===== config.mk =====
export PLATFORM = sky130hd
export DESIGN_NAME = vram_write_scheduler
export DESIGN_NICKNAME = d
export VERILOG_FILES = /design/src/rtl/vram_write_scheduler.sv
export SDC_FILE = /design/constraint.sdc
export NUM_CORES = 1
export LEC_CHECK = 0
export BUFFER_PORTS_ARGS = -buffer_cell sky130_fd_sc_hd__buf_2
export CAP_MARGIN = 20
export CELL_PAD_IN_SITES_DETAIL_PLACEMENT = 0
export CELL_PAD_IN_SITES_GLOBAL_PLACEMENT = 1
export CORE_MARGIN = 1.5
export CORE_UTILIZATION = 57
export DETAILED_ROUTE_END_ITERATION = 12
export GPL_TIMING_DRIVEN = 1
export HOLD_SLACK_MARGIN = 0.02
export PLACE_DENSITY_LB_ADDON = 0.05
export SLEW_MARGIN = 0
export SYNTH_ARGS = -nofsm -noshare
export SYNTH_HDL_FRONTEND = slang
export SYNTH_SLANG_ARGS = --single-unit

===== constraint.sdc =====
create_clock -name clk_12_5875 -period 7.67 [get_ports clk_12_5875]
set_input_delay 1.534 -clock clk_12_5875 [delete_from_list [all_inputs] [get_ports clk_12_5875]]
set_output_delay 1.534 -clock clk_12_5875 [all_outputs]
set_load 0.03 [all_outputs]

===== src/rtl/vram_write_scheduler.sv =====
// vram_write_scheduler: owns the single VRAM write port and arbitrates it
// between buffered CPU writes (drained only while it is safe for scanout)
// and the fill engine, which gets exclusive use of the port on request.
// Optional build macro: VRAM_WRITE_COALESCE_EN. When defined, a CPU write
// to the same address as the newest queued entry overwrites that entry's data.
module vram_write_scheduler #(
  parameter int ADDR_W      = 12,
  parameter int DEPTH       = 16,
  parameter int VBLANK_ONLY = 1
) (
  input  logic                       clk_12_5875,
  input  logic                       rst_n,
  input  logic [ADDR_W-1:0]          cpu_address,
  input  logic [7:0]                 cpu_data,
  input  logic                       cpu_write_enable,
  output logic                       cpu_full,
  input  logic                       fill_req,
  output logic                       fill_grant,
  input  logic [ADDR_W-1:0]          fill_address,
  input  logic [7:0]                 fill_data,
  input  logic                       fill_write_enable,
  input  logic                       in_vblank,
  output logic [ADDR_W-1:0]          vram_address,
  output logic [7:0]                 vram_data,
  output logic                       vram_write_enable,
  output logic [$clog2(DEPTH):0]     fifo_count,
  output logic                       overflow,
  input  logic                       clr_overflow
);

  localparam int PTR_W = $clog2(DEPTH);
  localparam int CNT_W = $clog2(DEPTH) + 1;
  localparam logic [CNT_W-1:0] CNT_FULL = CNT_W'(DEPTH);
  localparam logic [CNT_W-1:0] CNT_ONE  = CNT_W'(1);
  localparam logic [PTR_W-1:0] PTR_ONE  = PTR_W'(1);

  typedef enum logic [1:0] {
    IDLE  = 2'd0,
    DRAIN = 2'd1,
    FILL  = 2'd2
  } state_t;

  state_t state, state_next;

  logic [ADDR_W-1:0] mem_addr [DEPTH];
  logic [7:0]        mem_data [DEPTH];
  logic [PTR_W-1:0]  wr_ptr, rd_ptr;
  logic [CNT_W-1:0]  count, count_next;
  logic              drain_ok;
  logic              pop;
  logic              push;
  logic              drop;
  logic              coalesce;
  logic              fill_wr;
  logic              overflow_q;

  assign drain_ok = in_vblank | (VBLANK_ONLY == 0);
  // Fill preempts the drain immediately, so no entry is popped while fill_req is high.
  assign pop      = (state == DRAIN) && drain_ok && !fill_req && (count != '0);
  assign fill_wr  = (state == FILL) && fill_write_enable;

`ifdef VRAM_WRITE_COALESCE_EN
  logic [PTR_W-1:0] last_ptr;
  assign last_ptr = wr_ptr - PTR_ONE;
  // Merge into the newest entry unless it is empty or leaving the FIFO this cycle.
  assign coalesce = cpu_write_enable && (count != '0) &&
                    (mem_addr[last_ptr] == cpu_address) &&
                    !(pop && (rd_ptr == last_ptr));
`else
  assign coalesce = 1'b0;
`endif

  assign push = cpu_write_enable && !coalesce && (count != CNT_FULL);
  assign drop = cpu_write_enable && !coalesce && (count == CNT_FULL);

  // Occupancy after this edge; a simultaneous push and pop cancel out.
  always_comb begin
    count_next = count;
    if (push && !pop) begin
      count_next = count + CNT_ONE;
    end else if (pop && !push) begin
      count_next = count - CNT_ONE;
    end
  end

  // FIFO pointers and occupancy; reset discards all queued entries.
  always_ff @(posedge clk_12_5875 or negedge rst_n) begin
    if (!rst_n) begin
      wr_ptr <= '0;
      rd_ptr <= '0;
      count  <= '0;
    end else begin
      if (push) wr_ptr <= wr_ptr + PTR_ONE;
      if (pop)  rd_ptr <= rd_ptr + PTR_ONE;
      count <= count_next;
    end
  end

  // FIFO storage; contents need no reset since count gates every read.
  always_ff @(posedge clk_12_5875) begin
    if (push) begin
      mem_addr[wr_ptr] <= cpu_address;
      mem_data[wr_ptr] <= cpu_data;
    end
`ifdef VRAM_WRITE_COALESCE_EN
    if (coalesce) begin
      mem_data[last_ptr] <= cpu_data;
    end
`endif
  end

  // Sticky overflow: a dropped write wins over a same-cycle clear.
  always_ff @(posedge clk_12_5875 or negedge rst_n) begin
    if (!rst_n) begin
      overflow_q <= 1'b0;
    end else if (drop) begin
      overflow_q <= 1'b1;
    end else if (clr_overflow) begin
      overflow_q <= 1'b0;
    end
  end

  // Port ownership state register.
  always_ff @(posedge clk_12_5875 or negedge rst_n) begin
    if (!rst_n) begin
      state <= IDLE;
    end else begin
      state <= state_next;
    end
  end

  // Next-state: fill has priority; drain stops on empty, end of vblank or fill request.
  always_comb begin
    state_next = state;
    case (state)
      IDLE: begin
        if (fill_req) begin
          state_next = FILL;
        end else if ((count != '0) && drain_ok) begin
          state_next = DRAIN;
        end
      end
      DRAIN: begin
        if (fill_req || !drain_ok || (count_next == '0)) begin
          state_next = IDLE;
        end
      end
      FILL: begin
        if (!fill_req) begin
          state_next = IDLE;
        end
      end
      default: state_next = IDLE;
    endcase
  end

  // Registered VRAM write port; strobes only for a popped entry or a granted fill write.
  always_ff @(posedge clk_12_5875 or negedge rst_n) begin
    if (!rst_n) begin
      vram_address      <= '0;
      vram_data         <= '0;
      vram_write_enable <= 1'b0;
    end else begin
      vram_write_enable <= pop | fill_wr;
      if (pop) begin
        vram_address <= mem_addr[rd_ptr];
        vram_data    <= mem_data[rd_ptr];
      end else if (fill_wr) begin
        vram_address <= fill_address;
        vram_data    <= fill_data;
      end
    end
  end

  assign fill_grant = (state == FILL);
  assign cpu_full   = (count == CNT_FULL);
  assign fifo_count = count;
  assign overflow   = overflow_q;

endmodule


==> Word-level counts from Yosys, hierarchy flattened <==
Memories as Yosys holds them, arrays and structs flattened.
Cells that the tools add are included.
{ "word_totals": {"reg_bits": 37, "ramBits": 320, "input_bits": 47, "out_inout_bits": 29, "mem_count": 2} }
{ "op_classes": {"n_addsub": 4, "eq_ne": 7, "muxes": 15, "n_bitwise": 1, "reduce_logical": 21} }
{ "memory_table": {"columns": ["memory", "depth", "word_bits", "rd", "rd_ports_with_merged_regs", "wr", "line", "text"], "rows": [
  ["mem_addr", 16, 12, 1, 0, 1, "45", "logic [ADDR_W-1:0] mem_addr [DEPTH];"],
  ["mem_data", 16, 8, 1, 0, 1, "46", "logic [7:0] mem_data [DEPTH];"]
]} }
{ "op_table": {"columns": ["operator", "n"], "rows": [
  ["$mux W12", 2],
  ["$mux W8", 2],
  ["$mux W5", 2],
  ["$logic_and A1 B1 Y1", 9],
  ["$add A4 B1 Y4 const B", 2],
  ["$mux W2", 4],
  ["$pmux W2 S3", 1],
  ["$add A5 B1 Y5 const B", 1],
  ["$eq A5 B5 Y1 const B", 1],
  ["$logic_not A5 Y1", 1],
  ["$ne A5 B5 Y1 const B", 1],
  ["$reduce_bool A5 Y1", 1],
  ["$sub A5 B1 Y5 const B", 1],
  ["$logic_not A1 Y1", 4],
  ["$mux W1", 4],
  ["$reduce_bool A2 Y1", 2],
  ["$ne A3 B3 Y1 const B", 1],
  ["$reduce_and A3 Y1", 1],
  ["$eq A2 B1 Y1 const B", 1],
  ["$eq A2 B2 Y1 const B", 1],
  ["$logic_not A2 Y1", 1],
  ["$logic_or A1 B1 Y1", 2],
  ["$ne A2 B1 Y1 const B", 1],
  ["$ne A2 B2 Y1 const B", 1],
  ["$or A1 B1 Y1", 1]
]} }

==> Logic depth before layout (Yosys ltp) <==
Gate-level depths: netlist of run 1.
{ "logic_depth": {"depth_word": 11, "ltp_mapped": 10, "mapped_depth_nobuf": 7} }

==> Least setup slack after synthesis of run 1 <==
Ideal clock, no wire load.
{ "synth_timing": {"path_type": "input to register", "start": "input port cpu_write_enable", "end": "memory mem_addr[3][0] (enable)", "t_arrival_ns": 3.585, "t_required_ns": 7.248, "setup_slack_ns": 3.663, "stages": 4, "cell_sequence": "inv_1 -> nor2_1 -> nand2_1 -> nor3_1"} }
{ "synth_between": {"elab_chain_len": 3} }
{ "synth_rtl": {"columns": ["element", "line", "text"], "rows": [
  ["start, declared", "15", "input logic cpu_write_enable,"],
  ["$logic_and A1 B1 Y1", "73", "assign push = cpu_write_enable && !coalesce && (count != CNT_FULL);"],
  ["$mux W1", "101", "if (push) begin"],
  ["$mux W1 (not written as such)", "102", "mem_addr[wr_ptr] <= cpu_address;"],
  ["end, declared", "45", null]
]} }
No other way between the ends.

==> Final worst setup path of run 1 <==
{ "layout_timing": {"start": "input port cpu_write_enable", "end": "memory mem_data[3][1] (enable)"} }
{ "layout_between": {"elab_chain_len": 3} }
{ "layout_rtl": {"columns": ["element", "line", "text"], "rows": [
  ["$logic_and A1 B1 Y1", "73", null],
  ["$mux W1", "101", null],
  ["$mux W1 (not written as such)", "103", "mem_data[wr_ptr] <= cpu_data;"],
  ["end, declared", "46", null]
]} }
No other way between the ends.

==> metrics.txt, run 1 <==
status=complete, no violations; mapped cell area=13900 um2; WP data arrival=3.81 ns; fraction of registers with async set/reset=10.4%; hold crit path type=flip-flop to flip-flop; Gate power share=23.0%; Core ar.=23700 um2; share of layout cells above drive strength 1=33.8%; Post-DRT Antenna Nets=0; vias in the first global route=6874; internal power=3900 uW; global-route wire length before repair=43.5 mm; max_slew headroom=33.6%; Final Skew=0.0256 ns; P_leak=0.00534 uW; DRC=0; Tot Pwr=5420 uW; post-synth top area share=69.1%; Avg Cell Area, Syn=21.3 um2; Post-Route WL=29.0 mm; post-CTS setup buffers=0; die width=159 um; synth warn=0; largest net degree at the start of global routing=68; HPWL Detailed=18.8 mm; Clock Power Share=30.5%; Rows=56; Req. time, crit path=7.86 ns; GR Layer Usage met2=35.6%; Worst Hold Depth=2; # clock sinks=357; Final Max Slew Viols=0; IO buf count=75; P&R area growth vs syn=15.1%; Antenna diodes=0; FF-to-FF path depth=8; Final period util=47.1%; Startpoint Class=input pin; WL/cell=26.3 um; register area=10500 um2; total congestion overflow=0; RSZ-0062 raised after global routing=false; largest area contributor in the netlist=edfxtp_1; GR peak layer=met1; drt first pass iters=5; clock-pin transition on the worst setup and hold timing paths=0.06 ns; Syn Inst Count=654; Final Hold Vio Count=0; max cap viols=0; Multi-input gate area=3220 um2; fmax=0.277 GHz; largest cells by area after synthesis=edfxtp_1 (69%), mux4_2 (16%), dfrtp_1 (6.7%), nand2_1 (1.5%), a22oi_1 (1.1%); switching pwr=1510 uW; Total Nets Final=810; post-layout min period=3.62 ns; final non-filler cell total=1103; EDFF count, synth=320; Filler Cells Inserted=1570; DP Cell Count=1036; hold_sp=vram_data[5]; Worst-Margin Slew=0.996 ns; Initial Util=58.7%; cts bufs inserted=37; Pwr Density=338 nW/um2; CP Capture Type=flip-flop; I/O pin total=76; Worst VDD drop=190 uV; Die Y=159 um; Netlist cell types=41; 1st-iter DRT viols=604; dominant synthesized flop cell=edfxtp_1; Setup TNS Final=0 ns; Via Count=6781; met3 Use GR=4.92%; hold_buf cts=0; worst skew pair latency=0.52 ns; Clock H-tree levels=2; Final Setup Violations=0; vias per cell=6.15; initial antenna violation count=0; final core occ=67.6%; CTS Buffer Depth=3; Total Routing Usage GR=23.6%; PostCTS Resize Cnt=0; Seq/Total Area, Yosys=75.7%; Setup CP Type=input pin to flip-flop; gpl congestion=0.868; CTS root buffer=clkbuf_16; Mapped Nets=708; hold_ws=0.493 ns; worst-path maximum fanout=11; Sequential Power Share=46.5%; Die ar.=25400 um2; sw frac=27.9%; reg-to-reg critical path startpoint=fifo_count[0]; register bit total from synthesis=357; CTS tree=built; Worst Setup SP=cpu_write_enable; GR Util met1=36.0%
[state kept, by name, summed over array words and instances (netlist names)]
name,count
mem_addr,192
mem_data,128
vram_address,12
vram_data,8
fifo_count,5
rd_ptr,4
wr_ptr,4
state,2
overflow,1
vram_write_enable,1
[metal layers]
metal | part of all wire [%] | routed length (um) | up-vias
met3 | 8.6 | 2480 | 37
li1 | - | - | 2898
met2 | 47 | 13600 | 261
met4 | 1.6 | 453 | 0
met1 | 43 | 12500 | 3585
met5 | 0 | 0 | -
[critical path, cell delays in order]
cell     delay (ns)
buf_2          0.14
inv_1          0.10
nor2_1         0.52
nand2_1        0.34
nor3_2         0.78
buf_4          0.38
[placed cells by master (no fill, tap or decap), types with 2 or more instances in the layout]
cell type	count
o2bb2ai_1	2
inv_1	9
nand2_1	56
dfrtp_4	2
nor2_1	6
o21ai_0	6
and2_1	2
o211ai_1	3
a22oi_1	20
dfrtp_1	35
buf_4	8
ha_1	7
buf_2	75
clkbuf_16	39
buf_16	5
clkbuf_1	16
xnor2_1	9
nand4_1	2
buf_8	8
nor2b_1	3
nand2b_1	3
nor3_2	4
clkinv_1	5
clkinv_2	5
nor2_2	13
mux4_2	100
edfxtp_1	320
[power by group through the flow]
stage	clock (uW)	sequential [uW]	combinational (uW)
floorplan	0	2540	854
global placement	0	2550	1210
detailed placement	0	2560	1250
CTS	1680	2520	1260
global route	1750	2550	1320
finish	1650	2520	1240
[synth_stat cells, types with 2 or more instances]
| cell | count |
|---|---|
| xnor2_1 | 9 |
| edfxtp_1 | 320 |
| o2bb2ai_1 | 2 |
| buf_1 | 9 |
| nor3_1 | 5 |
| nand2b_1 | 3 |
| buf_4 | 10 |
| a22oi_1 | 20 |
| o21ai_0 | 6 |
| buf_2 | 2 |
| ha_1 | 7 |
| inv_1 | 9 |
| nand4_1 | 2 |
| nand2_1 | 56 |
| nor2b_1 | 3 |
| and2_1 | 2 |
| nor2_1 | 18 |
| o211ai_1 | 3 |
| mux4_2 | 100 |
| clkbuf_1 | 11 |
| dfrtp_1 | 37 |
[through the flow]
stage          cell area [um2]  worst slack [ns]
6_report                 16000              4.05
5_1_grt                  16000              3.80
2_1_floorplan            13900              3.66
3_5_place_dp             14900              3.59
4_1_cts                  16000              4.03
3_3_place_gp             14600              3.55
[layout make-up]
| cell class | instances | area share [%] |
|---|---|---|
| inverters | 9 | 0.211 |
| multi-input cells | 255 | 20.1 |
| well taps | 319 | 2.49 |
| flip-flops and latches | 357 | 65.9 |
| clock buffers | 55 | 6.47 |
| clock inverters | 12 | 0.516 |
| repair buffers | 96 | 4.33 |
[kinds of logic after synthesis]
family          share of synthesized area (%)
simple gates                             3.12
buf+inv                                  1.48
compound gates                           2.28
mux                                      16.2
fa+ha+maj                               0.630
flops                                    75.7
xor+xnor                                0.567
[worst paths after layout]
path,endpoint,slack [ns]
max in group asynchronous,rd_ptr[1],5.87
hold reg to reg,vram_data[5],0.49
setup / recovery,mem_data[3][1],4.05
setup reg to reg,mem_data[3][1],4.11
hold / removal,vram_data[5],0.49
min in group asynchronous,vram_data[0],1.15
Note: power is estimated with default switching activity, not from simulation.
==> inputs of run 2 (changes only) <==
--- a/config.mk
+++ b/config.mk
@@ -10,7 +10,7 @@
 export CELL_PAD_IN_SITES_DETAIL_PLACEMENT = 0
 export CELL_PAD_IN_SITES_GLOBAL_PLACEMENT = 1
 export CORE_MARGIN = 1.5
-export CORE_UTILIZATION = 57
+export CORE_UTILIZATION = 48
 export DETAILED_ROUTE_END_ITERATION = 12
 export GPL_TIMING_DRIVEN = 1
 export HOLD_SLACK_MARGIN = 0.02
==> constraint.sdc (replaced) <==
create_clock -name clk_12_5875 -period 3.2 [get_ports clk_12_5875]
set_input_delay 0.64 -clock clk_12_5875 [delete_from_list [all_inputs] [get_ports clk_12_5875]]
set_output_delay 0.64 -clock clk_12_5875 [all_outputs]
set_load 0.03 [all_outputs]
==> run 2 against run 1 <==
  * Combinational power is 150% higher
  * Sequential cell count stayed put
  * Cell area is 1.3% higher
  * First-iteration DRC count is 25% higher
  * Worst setup slack worse by 3.6 ns
  * Critical path type is now flip-flop to primary output
  * Highest routed layer unchanged
==> metrics.txt, run 2 (synthesis gave the netlist of run 1 again) <==
status=complete, no violations; setup slack after layout=0.489 ns (-3.56 ns); max_slew headroom=37.4% (+3.8 points); global-route wire length before repair=46.9 mm (+7.6%); Final Max Slew Viols=0 (unchanged); most common cell after layout, fill and taps aside=edfxtp_1; Post-DRT Antenna Nets=0 (unchanged); worst skew pair latency=0.51 ns (about the same); Req. time, crit path=2.56 ns (-5.30 ns); cts bufs inserted=38 (+2.7%); cell chain of the critical path=inv_1 > ha_1 > nor4bb_1 > buf_4 > buf_2; RSZ-0062 raised after global routing=false; largest net degree at the start of global routing=45 (-34%); Post-Route WL=31.0 mm (+7.1%); final non-filler cell total=1180 (+7.0%); total congestion overflow=0 (unchanged); 1st-iter DRT viols=752 (+25%); Worst VDD drop=342 uV (+80%); initial antenna violation count=0 (unchanged); P_leak=0.00543 uW (+1.7%); Pwr Density=827 nW/um2 (+140%); Final period util=84.7%; DP Cell Count=1113 (+7.4%); post-layout min period=2.71 ns; Total Routing Usage GR=21.5% (-2.1 points); leading cell types in the layout, fill and taps excluded=edfxtp_1 (320), mux4_2 (100), buf_2 (75); vias per cell=5.84 (-4.9%); Largest register FFs=192 (unchanged); WL/cell=26.3 um (about the same); crit-path max cell delay=0.44 ns (-0.34 ns); DRC=0 (unchanged); share of layout cells above drive strength 1=35.6% (+1.8 points); HPWL Detailed=17.9 mm (-4.4%); CTS root buffer=clkbuf_16; drt first pass iters=5 (unchanged); hold crit path type=input pin to asynchronous set/reset pin; Final Setup Violations=0 (unchanged); worst-path maximum fanout=6 (-5); FF-to-FF path depth=7 (-1); Worst path depth=5 (-1); Post-Place Worst Slack=0.455 ns (-3.13 ns); Final Hold Vio Count=0 (unchanged); Die Y=173 um (+8.8%); Tot Pwr=13400 uW (+150%); Via Count=6897 (+1.7%); I/O pin total=76 (unchanged); # clock sinks=357 (unchanged); WP data arrival=2.07 ns (-1.74 ns); CTS tree=built; Setup CP Type=flip-flop to primary output; Worst-Margin Slew=0.939 ns (-0.0568 ns); Startpoint Class=flip-flop; max cap viols=0 (unchanged); hold_ws=0.275 ns (-0.217 ns); PostCTS Resize Cnt=0 (unchanged); Slowest-stage cell, CP=dfrtp_1; post-CTS setup buffers=0 (unchanged); hold_buf cts=0 (unchanged); vias in the first global route=7235 (+5.3%); largest registers=mem_addr x192, mem_data x128, vram_address x12; IO buf count=75 (unchanged); gpl congestion=0.812 (-6.5%); Rows=62 (+11%); Worst Path Buf+Inv=3 (unchanged); CTS Buffer Depth=3 (unchanged); clock-pin transition on the worst setup and hold timing paths=0.06 ns (about the same); Total Nets Final=823 (+1.6%); CP Capture Type=primary output; Die ar.=30000 um2 (+18%); Clock H-tree levels=2 (unchanged); fmax=0.369 GHz; die width=173 um (+8.8%); Final Skew=0.0118 ns (-0.0137 ns); Core ar.=28600 um2 (+21%); Most flops, register=mem_addr; crit-path leading delay family=buffers and inverters; Initial Util=48.6% (-10 points); P&R area growth vs syn=16.5%; Antenna diodes=0 (unchanged)
==> run 2: worst paths after layout <==
path | endpoint | slack (ns) | start
setup reg to reg | mem_addr[14][11] | 0.49 | fifo_count[1]
max in group asynchronous | rd_ptr[0] | 2.23 | rst_n
min in group clk_12_5875 | overflow | 0.32 | clr_overflow
hold / removal | vram_address[8] | 0.28 | rst_n
hold reg to reg | vram_address[6] | 0.50 | vram_address[6]
setup / recovery | cpu_full | 0.49 | fifo_count[1]
==> run 2: power by group <==
part           switching [uW]  internal [uW]  total, uW
clock                    1700           2640       4330
sequential                339           5650       5980
combinational            1660           1430       3090
==> run 2: through the flow <==
step           setup TNS, ns  utilization [%]  area, um2
3_5_place_dp               0             52.3      15000
3_3_place_gp               0             52.3      15000
2_1_floorplan         -29.10                -      13900
5_1_grt                    0             56.6      16200
4_1_cts                    0             56.6      16200
6_report                   0             56.6      16200
==> run 2: area by class of cell <==
| type | count | area, um2 |
|---|---|---|
| clock buffer | 53 | 1060 |
| clock inverter | 14 | 179 |
| fill | 2118 | 12400 |
| inverter | 9 | 33.8 |
| multi-input combinational | 255 | 3250 |
| sequential | 357 | 10500 |
| tap | 384 | 480 |
| timing repair buffer | 108 | 673 |
==> run 2: layer usage <==
layer	vias to the layer above	GRT usage [%]	routed length [um]	part of all wire, %
li1	2926	-	-	-
met5	-	0	0	0
met1	3700	32.1	13900	45
met3	38	3.66	1990	6.4
met4	0	5.22	569	1.8
met2	233	33.4	14600	47
